==> src/rtl/enc_pkg.sv <==
// Shared MIPS encoding constants, op enum and field-packing helpers for the instruction encoder.
// ENC_DELAY_SLOT_PAD_EN adds the PAD state that writes a NOP after every branch/jump.
package enc_pkg;

  typedef enum logic [3:0] {
    OP_NOP     = 4'd0,
    OP_ADD     = 4'd1,
    OP_SUB     = 4'd2,
    OP_AND     = 4'd3,
    OP_OR      = 4'd4,
    OP_SLT     = 4'd5,
    OP_LW      = 4'd6,
    OP_SW      = 4'd7,
    OP_BEQ     = 4'd8,
    OP_BNE     = 4'd9,
    OP_ADDI    = 4'd10,
    OP_ANDI    = 4'd11,
    OP_ORI     = 4'd12,
    OP_SLTI    = 4'd13,
    OP_J       = 4'd14,
    OP_ILLEGAL = 4'd15
  } op_e;

  typedef enum logic [1:0] {
    ST_IDLE,
    ST_WORD
`ifdef ENC_DELAY_SLOT_PAD_EN
    , ST_PAD
`endif
  } state_e;

  localparam logic [5:0] OPC_RTYPE = 6'h00;
  localparam logic [5:0] OPC_J     = 6'h02;
  localparam logic [5:0] OPC_BEQ   = 6'h04;
  localparam logic [5:0] OPC_BNE   = 6'h05;
  localparam logic [5:0] OPC_ADDI  = 6'h08;
  localparam logic [5:0] OPC_SLTI  = 6'h0A;
  localparam logic [5:0] OPC_ANDI  = 6'h0C;
  localparam logic [5:0] OPC_ORI   = 6'h0D;
  localparam logic [5:0] OPC_LW    = 6'h23;
  localparam logic [5:0] OPC_SW    = 6'h2B;

  localparam logic [5:0] FUNCT_ADD = 6'h20;
  localparam logic [5:0] FUNCT_SUB = 6'h22;
  localparam logic [5:0] FUNCT_AND = 6'h24;
  localparam logic [5:0] FUNCT_OR  = 6'h25;
  localparam logic [5:0] FUNCT_SLT = 6'h2A;

  localparam logic [31:0] NOP_WORD = 32'h0000_0000;

  function automatic logic [31:0] pack_r(input logic [4:0] rs, input logic [4:0] rt,
                                         input logic [4:0] rd, input logic [5:0] funct);
    return {OPC_RTYPE, rs, rt, rd, 5'h00, funct};
  endfunction

  function automatic logic [31:0] pack_i(input logic [5:0] opc, input logic [4:0] rs,
                                         input logic [4:0] rt, input logic [15:0] imm);
    return {opc, rs, rt, imm};
  endfunction

  // Ops whose word is followed by a delay slot when padding is enabled.
  function automatic logic is_branch(input logic [3:0] op);
    return (op == OP_BEQ) || (op == OP_BNE) || (op == OP_J);
  endfunction

endpackage

==> src/rtl/instr_format.sv <==
// Purely combinational packer: symbolic op and fields to a 32-bit MIPS word.
// Op 15 yields NOP_WORD with illegal raised; fields a format does not use are ignored.
module instr_format
  import enc_pkg::*;
(
  input  logic [3:0]  op,
  input  logic [4:0]  rs,
  input  logic [4:0]  rt,
  input  logic [4:0]  rd,
  input  logic [15:0] imm,
  input  logic [25:0] target,
  output logic [31:0] word,
  output logic        illegal
);

  // NOTE: every output gets a default before the case so no path can infer a latch.
  always_comb begin
    word    = NOP_WORD;
    illegal = 1'b0;
    case (op_e'(op))
      OP_NOP:     word = NOP_WORD;
      OP_ADD:     word = pack_r(rs, rt, rd, FUNCT_ADD);
      OP_SUB:     word = pack_r(rs, rt, rd, FUNCT_SUB);
      OP_AND:     word = pack_r(rs, rt, rd, FUNCT_AND);
      OP_OR:      word = pack_r(rs, rt, rd, FUNCT_OR);
      OP_SLT:     word = pack_r(rs, rt, rd, FUNCT_SLT);
      OP_LW:      word = pack_i(OPC_LW,   rs, rt, imm);
      OP_SW:      word = pack_i(OPC_SW,   rs, rt, imm);
      OP_BEQ:     word = pack_i(OPC_BEQ,  rs, rt, imm);
      OP_BNE:     word = pack_i(OPC_BNE,  rs, rt, imm);
      OP_ADDI:    word = pack_i(OPC_ADDI, rs, rt, imm);
      OP_ANDI:    word = pack_i(OPC_ANDI, rs, rt, imm);
      OP_ORI:     word = pack_i(OPC_ORI,  rs, rt, imm);
      OP_SLTI:    word = pack_i(OPC_SLTI, rs, rt, imm);
      OP_J:       word = {OPC_J, target};
      OP_ILLEGAL: illegal = 1'b1;
      default:    illegal = 1'b1;
    endcase
  end

endmodule

==> src/rtl/instr_encoder.sv <==
// Sequential MIPS encoder/loader: valid/ready request in, one encoded word per
// memory write at consecutive addresses. ENC_DELAY_SLOT_PAD_EN enables NOP delay-slot padding.
module instr_encoder
  import enc_pkg::*;
#(
  parameter int ADDR_W    = 10,
  parameter int BASE_ADDR = 0
) (
  input  logic              clk,
  input  logic              reset,
  input  logic              in_valid,
  output logic              in_ready,
  input  logic [3:0]        in_op,
  input  logic [4:0]        in_rs,
  input  logic [4:0]        in_rt,
  input  logic [4:0]        in_rd,
  input  logic [15:0]       in_imm,
  input  logic [25:0]       in_target,
  output logic              imem_we,
  input  logic              imem_ready,
  output logic [ADDR_W-1:0] imem_addr,
  output logic [31:0]       imem_wdata,
  output logic              err_illegal,
  output logic              err_wrap
);

  state_e            state, state_nx;
  logic [ADDR_W-1:0] addr;
  logic [31:0]       wdata, wdata_nx;
  logic [31:0]       fmt_word;
  logic              fmt_illegal;
  logic              pad_due;
  logic              accept, hs, take;

  instr_format u_format (
    .op      (in_op),
    .rs      (in_rs),
    .rt      (in_rt),
    .rd      (in_rd),
    .imm     (in_imm),
    .target  (in_target),
    .word    (fmt_word),
    .illegal (fmt_illegal)
  );

  assign imem_we    = (state != ST_IDLE);
  assign imem_addr  = addr;
  assign imem_wdata = wdata;
  assign accept     = imem_we && imem_ready;
  assign in_ready   = (state == ST_IDLE) || ((state == ST_WORD) && imem_ready && !pad_due);
  assign hs         = in_valid && in_ready;
  assign take       = hs && !fmt_illegal;

  always_comb begin
    state_nx = state;
    wdata_nx = wdata;
    case (state)
      ST_IDLE: begin
        if (take) begin
          state_nx = ST_WORD;
          wdata_nx = fmt_word;
        end
      end
      ST_WORD: begin
        if (accept) begin
`ifdef ENC_DELAY_SLOT_PAD_EN
          if (pad_due) begin
            state_nx = ST_PAD;
            wdata_nx = NOP_WORD;
          end else
`endif
          if (take) begin
            state_nx = ST_WORD;
            wdata_nx = fmt_word;
          end else begin
            state_nx = ST_IDLE;
          end
        end
      end
`ifdef ENC_DELAY_SLOT_PAD_EN
      ST_PAD: begin
        if (accept) state_nx = ST_IDLE;
      end
`endif
      default: state_nx = ST_IDLE;
    endcase
  end

  // NOTE: sequential state uses non-blocking assignments so every register samples pre-edge values.
  always_ff @(posedge clk) begin
    if (reset) begin
      state       <= ST_IDLE;
      addr        <= ADDR_W'(BASE_ADDR);
      wdata       <= NOP_WORD;
      err_illegal <= 1'b0;
      err_wrap    <= 1'b0;
    end else begin
      state <= state_nx;
      wdata <= wdata_nx;
      if (accept) begin
        addr <= addr + ADDR_W'(1);
        if (&addr) err_wrap <= 1'b1;
      end
      if (hs && fmt_illegal) err_illegal <= 1'b1;
    end
  end

`ifdef ENC_DELAY_SLOT_PAD_EN
  // Remembers that the held word is a branch/jump and must be followed by a NOP.
  always_ff @(posedge clk) begin
    if (reset) begin
      pad_due <= 1'b0;
    end else if (take) begin
      pad_due <= is_branch(in_op);
    end else if (accept) begin
      pad_due <= 1'b0;
    end
  end
`else
  assign pad_due = 1'b0;
`endif

endmodule

==> config.mk <==
export PLATFORM = sky130hd
export DESIGN_NAME = instr_encoder
export DESIGN_NICKNAME = d
export VERILOG_FILES = /design/src/rtl/enc_pkg.sv /design/src/rtl/instr_format.sv /design/src/rtl/instr_encoder.sv
export SDC_FILE = /design/constraint.sdc
export NUM_CORES = 1
export LEC_CHECK = 0
export CORE_MARGIN = 5
export CORE_UTILIZATION = 40
export CTS_CLUSTER_DIAMETER = 100
export DETAILED_ROUTE_END_ITERATION = 6
export PLACE_DENSITY = 0.75
export RECOVER_POWER = 25
export SKIP_LAST_GASP = 1
export SLEW_MARGIN = 20
export SYNTH_ARGS = -nofsm -noshare
export SYNTH_HDL_FRONTEND = slang
export SYNTH_HIERARCHICAL = 1
export SYNTH_SLANG_ARGS = --single-unit
==> constraint.sdc <==
create_clock -name clk -period 3 [get_ports clk]
set_clock_uncertainty 0.1 [all_clocks]
set_input_delay 0.9 -clock clk [delete_from_list [all_inputs] [get_ports clk]]
set_output_delay 0.9 -clock clk [all_outputs]
set_load 0.005 [all_outputs]
==> flow_metrics.py <==
metrics = {
    "placed_design": {
        "placed_cell_area_mm2": 0.00392,
        "gp_congestion": 0.792,
        "hpwlAfterDp_um": 5870,
        "dp_worst_setup_slack_ns": -0.179,
        "port_buffers": 110,
        "dpl.cell_count": 502,
    },
    "synth": {
        "synth.avg_cell_area_um2": 8.70,
        "synth_warnings": 6,
        "synth_seq_cells": 45,
        "synth_cells": 324,
        "synth-adder-area-share_pct": 0.444,
        "async_reset_ff_share_pct": 0,
        "synth_cell_types": 55,
        "synth-compound-area-share_pct": 32.3,
        "syn_nets": 390,
        "synth_top_family_by_area": "compound AO/OA/AOI/OAI gates",
        "synth_seq_area_share_pct": 32.0,
        "synth_xor_area_share_pct": 1.82,
        "synth-simple-area-share_pct": 22.4,
        "netlist_area_mm2": 0.00282,
        "synth_mux_area_share_pct": 1.11,
        "synth_flop_cell": "dfxtp_1",
        "synth_edf_count": 0,
    },
    "cells_and_area": {
        "fin_cells": 510,
        "design_area_mm2": 0.00403,
        "area_delta_synth_final_pct": 42.9,
        "n_antenna_cell": 0,
        "fin_nets": 479,
        "drive_gt1_share_pct": 7.73,
        "finish.utilization_pct": 59.0,
    },
    "worst_setup_path": {
        "cp-end-kind": "primary output",
        "worstPathArrival_ns": 1.92,
        "crit_type": "input port to primary output",
        "crit_fanout": 2,
        "crit_path_start_kind": "input port",
        "required_ns": 2.00,
    },
    "clock_tree": {
        "path_clk_slew_ns": 0.08,
        "htree_levels": 2,
        "cts_root_buf": "clkbuf_8",
        "post_cts_resized": 1,
        "cts_made_buffers": 5,
        "postCtsSetupBuffers": 0,
        "clock_latency_ns": 0.29,
        "cts_tree": "done",
        "cts.sinks": 45,
        "clockBufferDepth": 2,
        "postCtsHoldBufs": 0,
    },
    "power": {
        "p_per_area_mw_per_mm2": 366,
        "seqPwrFrac_pct": 43.7,
        "clkPwrFrac_pct": 32.3,
        "p_int_mw": 1.10,
        "peakVddDrop_v": 0.000187,
        "switchingPower_mw": 0.377,
        "power_mw": 1.47,
        "p_leak_nw": 1.51,
        "p_comb_share_pct": 24.0,
        "swShare_pct": 25.6,
    },
    "route": {
        "routed_wl_um": 8440,
        "drc": 0,
        "avgViaCountPerCell": 5.78,
        "wl_per_cell_um": 16.6,
        "dr.pass1.iters": 4,
        "first_iter_violations": 138,
        "vias": 2947,
        "drtAntennaViolNets": 0,
    },
    "worst_hold_path": {
        "hp-class": "flip-flop to flip-flop",
    },
    "timing": {
        "hold_ws_ns": 0.350,
        "relSlewSlack_pct": 32.2,
        "hold_viol": 0,
        "finalMaxSlewViolations": 0,
        "rsz0062_at_grt": "no",
        "min_period_ns": 2.92,
        "timing.final.crit_share_pct": 97.4,
        "setup_slack_ns": 0.0787,
        "fmax_mhz": 342,
        "fin_setup_tns_ns": 0,
        "setup_violations": 0,
        "worst_pin_slew_ns": 1.02,
    },
    "grt": {
        "grt_util_met2_pct": 32.2,
        "antenna_found_initial": 0,
        "met3_usage_pct": 5.05,
        "grt_pass1_vias": 2860,
        "grtUsageMet1_pct": 24.2,
        "grt.busiest_layer": "met2",
        "grt_first_pass_wirelength_um": 13700,
        "grt_max_degree": 67,
        "overflow": 0,
        "grtUsageTotal_pct": 19.1,
    },
    "floorplan": {
        "die_h_um": 93.9,
        "initial_core_util_pct": 41.2,
        "fp.dieW_um": 93.9,
        "num_rows": 30,
        "ioPinCount": 111,
        "core_mm2": 0.00683,
        "die_area_mm2": 0.00882,
    },
    "job": {
        "maxCapViolCount": 0,
    },
    "status": {
        "run_status": "finished clean",
    },
}
## cells in the final DEF (no fill, tap or decap), drive strengths merged, types with 4 or more instances in the layout
cell type	instances
a21oi	48
a221o	4
a22o	16
a31oi	4
and4b	5
buf	12
clkbuf	8
clkdlybuf4s50	90
dfxtp	45
dlygate4sd3	18
inv	10
nand2	8
nand3	8
nand4	4
nand4b	32
nor2	6
o211ai	5
o21ai	5
o31ai	37
or4	5
## worst paths after layout
check / startpoint / slack [ns] / endpoint / cells past startpoint
hold / removal: err_wrap$_SDFFE_PP0P_ / 0.35 / err_wrap$_SDFFE_PP0P_ / 2
hold reg to reg: err_wrap$_SDFFE_PP0P_ / 0.35 / err_wrap$_SDFFE_PP0P_ / 2
setup / recovery: imem_ready / 0.08 / in_ready / 4
setup reg to reg: state[0]$_SDFFE_PP0P_ / 1.38 / imem_addr[7]$_SDFFE_PP0P_ / 3
## Yosys cell counts (all sizes together) (4+ instances only)
cell / instances / area (um2)
nand4: 4 / 31.3
a31oi: 4 / 40.0
a21oi: 48 / 240
nand4b: 32 / 280
o31ai: 37 / 278
buf: 20 / 155
clkbuf: 20 / 78.8
inv: 10 / 37.5
nand2: 8 / 37.5
a22o: 16 / 140
o21ai: 5 / 25.0
or4: 5 / 37.5
nor2: 6 / 25.0
and4b: 5 / 50.1
o211ai: 5 / 37.5
dfxtp: 45 / 901
a221o: 4 / 40.0
nand3: 8 / 40.0
## worst max-delay path: stages
cell             delay, ns
clkdlybuf4s50_1       0.42
and2b_2               0.23
clkinv_1              0.09
dlygate4sd2_1         0.27
## area by class of cell
| cell class | instances | area [um2] |
|---|---|---|
| multi-input combinational | 228 | 1640 |
| sequential | 45 | 901 |
| inverter | 11 | 41.3 |
| clock buffer | 7 | 86.3 |
| timing repair buffer | 122 | 1210 |
| clock inverter | 1 | 30.0 |
| tap | 96 | 120 |
| fill | 645 | 2800 |
## logic make-up (layout without fill, tap and decap cells)
| family | Yosys count | after routing |
|---|---|---|
| AOI/OAI and AO/OA | 132 | 132 |
| and+or+nand+nor | 86 | 86 |
| buffers and inverters | 51 | 141 |
| DFF | 45 | 45 |
| xor gates and xnor gates | 5 | 5 |
| muxes | 3 | 3 |
| adders and majority gates | 1 | 1 |
| other | 1 | 1 |
## layer usage
layer | part of all wire [%] | vias to the layer above
met3 | 7.3 | 7
met2 | 49 | 107
met4 | 0.65 | 0
met5 | 0 | -
met1 | 43 | 1388
li1 | - | 1445
## power by group through the flow
| stage | Sequential (mW) | Combinational [mW] | Clock (mW) |
|---|---|---|---|
| global placement | 0.657 | 0.353 | 0 |
| finish | 0.643 | 0.354 | 0.476 |
| detailed placement | 0.657 | 0.358 | 0 |
| CTS | 0.644 | 0.359 | 0.484 |
| global route | 0.647 | 0.385 | 0.509 |
| floorplan | 0.657 | 0.178 | 0 |
## state kept, by name, summed over array words and instances, names as in the netlist
name,cells
state,1
err_wrap,1
err_illegal,1
imem_addr,10
imem_wdata,32
Note: power is estimated with default switching activity, not from simulation.
